### src/rtl/bus_arbiter_pkg.sv
// Shared definitions for the bus arbiter: state encoding and default sizes.
package bus_arbiter_pkg;

   // Default number of bus source requesters and the width of the data bus they share.
   localparam int REG_COUNT    = 16;
   localparam int REG_WIDTH    = 12;
   localparam int DEF_MAX_HOLD = 4;

   // Arbiter FSM states: idle, someone owns the bus, mandatory turnaround cycle.
   typedef enum logic [1:0] {
      ARB_IDLE  = 2'd0,
      ARB_GRANT = 2'd1,
      ARB_GAP   = 2'd2
   } arb_state_e;

endpackage

### src/rtl/bus_arbiter_rr_pick.sv
// Rotating-priority picker: finds the first set request at or after ptr_i,
// wrapping from N-1 back to 0. Purely combinational.
module bus_arbiter_rr_pick
   import bus_arbiter_pkg::*;
#(
   parameter int N     = REG_COUNT,
   parameter int IDX_W = 4
) (
   input  logic [N-1:0]     req_i,
   input  logic [IDX_W-1:0] ptr_i,
   output logic [IDX_W-1:0] winner_o,
   output logic             found_o
);

   localparam logic [IDX_W:0] N_W = (IDX_W+1)'(N);

   logic [IDX_W:0]   pos;
   logic [IDX_W-1:0] cand;

   // Walk every offset from the pointer upward with wrap; the first requester seen wins.
   always_comb begin
      // NOTE: every variable written here gets a default first so no path can infer a latch.
      winner_o = '0;
      found_o  = 1'b0;
      pos      = '0;
      cand     = '0;
      for (int i = 0; i < N; i++) begin
         pos = {1'b0, ptr_i} + (IDX_W+1)'(i);
         if (pos >= N_W) begin
            pos = pos - N_W;
         end
         cand = pos[IDX_W-1:0];
         if (!found_o && req_i[cand]) begin
            winner_o = cand;
            found_o  = 1'b1;
         end
      end
   end

endmodule

### src/rtl/bus_arbiter.sv
// Round-robin data bus arbiter: one-hot source select, bounded tenure
// (unless locked) and a single idle turnaround cycle between owners.
module bus_arbiter
   import bus_arbiter_pkg::*;
#(
   parameter int Reg_count = REG_COUNT,
   parameter int IDX_W     = 4,
   parameter int MAX_HOLD  = DEF_MAX_HOLD,
   parameter int HOLD_W    = 3
) (
   input  logic                 clk,
   input  logic                 reset,
   input  logic [Reg_count-1:0] req,
   input  logic                 bus_lock,
   output logic [Reg_count-1:0] read_en,
   output logic                 grant_valid,
   output logic [IDX_W-1:0]     grant_idx,
   output logic                 grant_start
);

   localparam logic [HOLD_W-1:0] HOLD_MAX = HOLD_W'(MAX_HOLD);
   localparam logic [IDX_W-1:0]  LAST_IDX = IDX_W'(Reg_count - 1);

   arb_state_e           state_q,       state_d;
   logic [IDX_W-1:0]     rr_ptr_q,      rr_ptr_d;
   logic [HOLD_W-1:0]    hold_cnt_q,    hold_cnt_d;
   logic [Reg_count-1:0] read_en_q,     read_en_d;
   logic                 grant_valid_q, grant_valid_d;
   logic [IDX_W-1:0]     grant_idx_q,   grant_idx_d;
   logic                 grant_start_q, grant_start_d;

   logic [IDX_W-1:0]     pick_idx;
   logic                 pick_found;
   logic                 tenure_end;

   bus_arbiter_rr_pick #(
      .N     (Reg_count),
      .IDX_W (IDX_W)
   ) u_rr_pick (
      .req_i    (req),
      .ptr_i    (rr_ptr_q),
      .winner_o (pick_idx),
      .found_o  (pick_found)
   );

   // Owner releases its request, or has used its full tenure without the lock.
   assign tenure_end = !req[grant_idx_q] || ((hold_cnt_q == HOLD_MAX) && !bus_lock);

   // Next-state and registered-output decisions for the arbitration FSM.
   always_comb begin
      state_d       = state_q;
      rr_ptr_d      = rr_ptr_q;
      hold_cnt_d    = hold_cnt_q;
      read_en_d     = read_en_q;
      grant_valid_d = grant_valid_q;
      grant_idx_d   = grant_idx_q;
      grant_start_d = 1'b0;
      unique case (state_q)
         ARB_IDLE, ARB_GAP: begin
            if (pick_found) begin
               state_d             = ARB_GRANT;
               read_en_d           = '0;
               read_en_d[pick_idx] = 1'b1;
               grant_valid_d       = 1'b1;
               grant_idx_d         = pick_idx;
               grant_start_d       = 1'b1;
               hold_cnt_d          = HOLD_W'(1);
            end else begin
               state_d = ARB_IDLE;
            end
         end
         ARB_GRANT: begin
            if (tenure_end) begin
               state_d       = ARB_GAP;
               read_en_d     = '0;
               grant_valid_d = 1'b0;
               rr_ptr_d      = (grant_idx_q == LAST_IDX) ? '0 : grant_idx_q + 1'b1;
            end else if (hold_cnt_q != HOLD_MAX) begin
               hold_cnt_d = hold_cnt_q + 1'b1;
            end
         end
         default: begin
            state_d       = ARB_IDLE;
            read_en_d     = '0;
            grant_valid_d = 1'b0;
         end
      endcase
   end

   // State and output registers; reset drops the bus immediately with no turnaround.
   always_ff @(posedge clk or negedge reset) begin
      if (!reset) begin
         state_q       <= ARB_IDLE;
         rr_ptr_q      <= '0;
         hold_cnt_q    <= '0;
         read_en_q     <= '0;
         grant_valid_q <= 1'b0;
         grant_idx_q   <= '0;
         grant_start_q <= 1'b0;
      end else begin
         // NOTE: non-blocking assignments so every register samples pre-edge values.
         state_q       <= state_d;
         rr_ptr_q      <= rr_ptr_d;
         hold_cnt_q    <= hold_cnt_d;
         read_en_q     <= read_en_d;
         grant_valid_q <= grant_valid_d;
         grant_idx_q   <= grant_idx_d;
         grant_start_q <= grant_start_d;
      end
   end

   assign read_en     = read_en_q;
   assign grant_valid = grant_valid_q;
   assign grant_idx   = grant_idx_q;
   assign grant_start = grant_start_q;

endmodule

### config.mk
export PLATFORM = sky130hd
export DESIGN_NAME = bus_arbiter
export DESIGN_NICKNAME = d
export VERILOG_FILES = /design/src/rtl/bus_arbiter_pkg.sv /design/src/rtl/bus_arbiter_rr_pick.sv /design/src/rtl/bus_arbiter.sv
export SDC_FILE = /design/constraint.sdc
export NUM_CORES = 1
export LEC_CHECK = 0
export CORE_ASPECT_RATIO = 1.4
export CORE_MARGIN = 1
export CORE_UTILIZATION = 40
export CTS_CLUSTER_DIAMETER = 50
export DETAILED_ROUTE_END_ITERATION = 10
export PLACE_DENSITY = 0.68
export SLEW_MARGIN = 5
export SYNTH_ARGS = -nofsm -noshare
export SYNTH_HDL_FRONTEND = slang
export SYNTH_SLANG_ARGS = --single-unit
### constraint.sdc
create_clock -name clk -period 11.8 [get_ports clk]
set_clock_uncertainty 0.2 [all_clocks]
set_input_delay 1.77 -clock clk [delete_from_list [all_inputs] [get_ports clk]]
set_output_delay 1.77 -clock clk [all_outputs]
set_load 0.005 [all_outputs]
==> results of run 1 <==
## placed cells by master (no fill, tap or decap), drive strengths merged, types with 6 or more instances in the layout
cell type / count
o41ai: 16
a211oi: 7
nand3: 12
a21oi: 15
inv: 17
dfrtp: 31
mux4: 31
clkbuf: 6
nor2b: 6
o21ai: 20
mux2i: 22
mux2: 21
a31oi: 6
o31ai: 6
nor3: 13
ha: 10
nor2: 20
clkdlybuf4s50: 40
nand2: 40
## routing by layer
layer,vias to the layer above,share of wire (%)
li1,1588,-
met1,1738,39
met2,178,52
met3,43,5.3
met4,0,4.6
met5,-,0
## cells by family after synthesis
logic type,share of synthesized area (%)
AND/OR/NAND/NOR,15.8
AO/OA/AOI/OAI,21.5
multiplexers,31.1
buffers and inverters,5.42
flip-flops,20.7
adder cells (fa/ha/maj),3.34
XOR/XNOR,2.11
## Yosys cell counts (6+ instances only)
| cell | count |
|---|---|
| buf_6 | 6 |
| mux2_2 | 19 |
| buf_2 | 6 |
| nor2_1 | 20 |
| nand3_1 | 12 |
| clkbuf_1 | 11 |
| nor2b_1 | 6 |
| dfrtp_1 | 31 |
| a211oi_1 | 7 |
| a21oi_1 | 15 |
| ha_1 | 10 |
| a31oi_1 | 6 |
| nor3_1 | 11 |
| o41ai_1 | 8 |
| mux4_2 | 31 |
| nand2_1 | 40 |
| mux2i_1 | 22 |
| o21ai_0 | 17 |
| o41ai_2 | 8 |
| inv_1 | 15 |
## worst max-delay path: cells and delay by family
family | cells | cell delay [ns]
mux | 3 | 1.25
simple gates | 4 | 1.12
compound gates | 2 | 1.06
buf+inv | 1 | 0.54
## flip-flops by register name (all words and copies together), names as in the netlist
signal,count
rr_ptr_q,4
grant_start,1
grant_idx,4
hold_cnt_q,3
grant_valid,1
read_en,16
state_q,2
## layout make-up
cell class              instances  area [µm²]  share of cell area, %
multi-input cells             315        2760                   63.6
flip-flops and latches         31         776                   17.9
repair buffers                 44         430                   9.92
clock buffers                   6         139                   3.20
well taps                     107         134                   3.08
inverters                      17        63.8                   1.47
clock inverters                 2        35.0                  0.807
## per-stage QoR
stage          area (µm²)  setup WS, ns  std cells  hold WS, ns
2_1_floorplan        3740          6.92        386        0.267
3_3_place_gp         4170          5.85        514        0.265
3_5_place_dp         4170          5.79        514        0.267
4_1_cts              4340          6.10        522        0.279
5_1_grt              4340          5.70        522        0.288
6_report             4340          6.02        522        0.279
## path summary, 6_finish.rpt
kind	start	to	slack [ns]	cells after the start
worst max register to register	rr_ptr_q[2]	read_en[10]	6.51	11
worst max-delay path	req[15]	read_en[10]	6.02	10
min in group asynchronous	reset	read_en[14]	1.68	2
max in group asynchronous	reset	hold_cnt_q[1]	9.43	2
worst min-delay path	read_en[11]	read_en[11]	0.28	2
worst min register to register	read_en[11]	read_en[11]	0.28	2
==> flow_metrics.tcl, run 1 <==
set metrics [dict create \
    status "completed" \
    drt_wl_total_um 10900 \
    area_growth_pct 16.0 \
    grt_max_degree 32 \
    drive_above_1_share_pct 19.3 \
    antenna_found_initial 0 \
    cts_sinks 31 \
    yosysTopAreaCell "dfrtp_1" \
    core_area_um2 9030 \
    synth_area_um2 3740 \
    cts_tree "built" \
    postCtsHoldBufs 0 \
    io_pins 41 \
    final.setup.tns_ns 0 \
    die_area_um2 9750 \
    period_minus_slack_ns 5.78 \
    cp.arrival_ns 5.74 \
    yosysTopAreaCellShare_pct 20.7 \
    slowest_delay_ns 0.95 \
    cts_root_buf "clkbuf_16" \
    yosys.cell_types.count 64 \
    grt-ovfl-total 0 \
    use_met1_pct 27.1 \
    hold_viol_final 0 \
    synth-main-ff-cell "dfrtp_1" \
    cts_max_level 2 \
    fin_util_pct 48.1 \
    crit_chain "clkdlybuf4s50_1, mux4_2, mux2i_1, mux2i_1, nor3_4, and4_1, nand3_1, o31ai_2, nand2_1, o41ai_2" \
    ys_top_cells_by_area "dfrtp_1 21%, mux4_2 19%, mux2i_1 5.9%" \
    cts_resized 0 \
    drv_slew 0 \
    synth_cells 386 \
    antenna_cells 0 \
    use_met2_pct 41.6 \
    rsz0062_at_grt "no" \
    ys_seq_area_share_pct 20.7 \
    drt-pass1-iter-count 6 \
    cts_setup_buffers 0 \
    numCtsBuffers 5 \
    grt_usage_pct 23.0 \
    cp_common_cell "mux2i_1" \
    clkLatencyLatePin_ns 0.27 \
    fillers 830 \
    start_util_pct 41.4 \
    use_met3_pct 2.19 \
    dr.first_iter.drc_count 294 \
    cap_violations 0 \
    synth_nets 415 \
    worstSetupPathType "input port to flip-flop" \
    clockBufferDepth 2 \
    die_h_um 116 \
    postRouteAntennaNets 0 \
    grt_pass1_vias 3400 \
    drc 0 \
    ys_seq_elements 31 \
    ys_warn_count 0 \
    top_usage_layer "met2" \
    cp-end-kind "flip-flop" \
    io_buffers 40 \
    die_width_um 83.7 \
    avgViaCountPerCell 6.80 \
    tightestPinTransition_ns 1.16 \
    core.rowCount 41 \
    synthArstFlopShare_pct 100 \
    grt_pass1_wl_um 17800 \
    post-dp-hpwl_um 8190 \
    num_vias 3547 \
    crit_path_start_kind "input port" \
    timing.final.crit_share_pct 49.0 \
    crit_slowest_cell "o31ai_2" \
    finalSetupViolCount 0 \
    wl_per_cell_um 21.0 \
    clk_pin_slew_ns 0.05 \
    syn_area_per_cell_um2 9.69 \
    max_freq_ghz 0.173 \
    nets 443 \
    relSlewSlack_pct 22.5 \
    hold_path.class "flip-flop to flip-flop" \
    cp_max_fo 17 \
    critical_path_required_ns 11.76 \
    routabilityCongestion 0.966 \
    synth_edf_count 0 \
]
Power of run 1 is left out: the tool's default activity adds up to more than one toggle a clock period on the data nets, which glitch-free logic cannot reach.
==> run 2, diff against run 1 <==
==> constraint.sdc (replaced) <==
create_clock -name clk -period 5.5 [get_ports clk]
set_clock_uncertainty 0.2 [all_clocks]
set_input_delay 0.825 -clock clk [delete_from_list [all_inputs] [get_ports clk]]
set_output_delay 0.825 -clock clk [all_outputs]
set_load 0.005 [all_outputs]
==> flow_metrics.tcl, run 2 (synthesis gave the netlist of run 1 again) <==
set metrics [dict create \
    status "completed" \
    grt-ovfl-total 0 \
    crit_chain "inv_2, ha_1, mux4_2, mux2_2, mux2_4, nor3_4, buf_4, o2111ai_1, a31oi_1, o221ai_1, o21a_1, o41ai_1" \
    drv_slew 0 \
    reg2reg_setup_slack_ns 0.75 \
    crit_path_start_kind "flip-flop" \
    finalSetupViolCount 0 \
    postRouteAntennaNets 0 \
    avgViaCountPerCell 6.54 \
    antenna_found_initial 0 \
    hold_depth 2 \
    antenna_cells 0 \
    core.rowCount 41 \
    postCtsHoldBufs 0 \
    cp.depth 12 \
    final.setup.tns_ns 0 \
    crit_slowest_cell "ha_1" \
    cp_max_fo 13 \
    path_buf_inv 2 \
    grt_pass1_wl_um 18600 \
    cap_violations 0 \
    die_area_um2 9750 \
    num_vias 3473 \
    slowest_delay_ns 0.76 \
    fin_cells 531 \
    multi_input_area_um2 2760 \
    io_buffers 40 \
    die_h_um 116 \
    cts_tree "built" \
    cp.arrival_ns 4.70 \
    cts_setup_buffers 0 \
    clk_pin_slew_ns 0.05 \
    drive_above_1_share_pct 21.0 \
    grt_max_degree 32 \
    nets 452 \
    grt_usage_pct 24.4 \
    drt_wl_total_um 11400 \
    cp-end-kind "flip-flop" \
    core_area_um2 9030 \
    largest_reg_flops 16 \
    cp_top_family "compound AO/OA/AOI/OAI gates" \
    dr.first_iter.drc_count 304 \
    max_freq_ghz 0.211 \
    cts_sinks 31 \
    final_cell_mix "40 x nand2_1, 40 x clkdlybuf4s50_1, 31 x mux4_2, 31 x dfrtp_1, 22 x mux2i_1" \
    start_util_pct 41.4 \
    tightestPinTransition_ns 0.784 \
    area_growth_pct 17.8 \
    cts_max_level 2 \
    worstSetupPathType "flip-flop to flip-flop" \
    routabilityCongestion 0.955 \
    register_area_um2 776 \
    clockBufferDepth 2 \
    grt_pass1_vias 3609 \
    reg2reg_depth 12 \
    hold_path.class "flip-flop to flip-flop" \
    fillers 858 \
    drt-pass1-iter-count 5 \
    hold_viol_final 0 \
    clkLatencyLatePin_ns 0.28 \
    relSlewSlack_pct 46.2 \
    die_width_um 83.7 \
    io_pins 41 \
    period_minus_slack_ns 4.75 \
    numCtsBuffers 5 \
    cts_resized 0 \
    post-dp-hpwl_um 8580 \
    dp_cells 523 \
    cts_root_buf "clkbuf_16" \
    critical_path_required_ns 5.46 \
    wl_per_cell_um 21.4 \
    timing.final.crit_share_pct 86.3 \
    drc 0 \
    rsz0062_at_grt "no" \
]
run 2: cell types whose count changed in the layout (fill, tap and decap cells not counted):
cell,delta
buf_4,+9
run 2: final cells by class:
type                       count  share of cell area [%]
sequential                    31                    17.6
timing repair buffer          53                    11.3
clock buffer                   6                    3.15
multi-input combinational    315                    62.7
clock inverter                 2                   0.795
inverter                      17                    1.45
tap                          107                    3.04
run 2: worst min-delay path, stage by stage, from the launching register on:
cell	delay, ns
dfrtp_1	0.34
nand2_1	0.06
o41ai_2	0.05
run 2: final timing paths:
check / from / to
max: rr_ptr_q[0] / read_en[5]
min: read_en[14] / read_en[14]
max reg2reg: rr_ptr_q[0] / read_en[5]
min reg2reg: read_en[14] / read_en[14]
max in group asynchronous: reset / hold_cnt_q[1]
min in group asynchronous: reset / read_en[14]
run 2: metal layers:
metal  track usage (%)  part of all wire (%)  vias to the layer above
li1                  -                     -                     1592
met2              44.1                    52                      129
met3              2.83                   5.1                       46
met1              27.5                    37                     1706
met5                 0                     0                        -
met4              15.8                   5.6                        0
run 2: metrics by stage:
stage,setup slack (ns),instance area [µm²],hold WS [ns],util (%)
after floorplan,0.865,3740,0.267,-
after detailed placement,0.719,4230,0.268,46.9
after global routing,0.556,4410,0.294,48.8
after global placement,0.761,4230,0.261,46.9
final,0.755,4410,0.281,48.8
after CTS,0.789,4410,0.286,48.8
Power of run 2 is left out for the same reason.
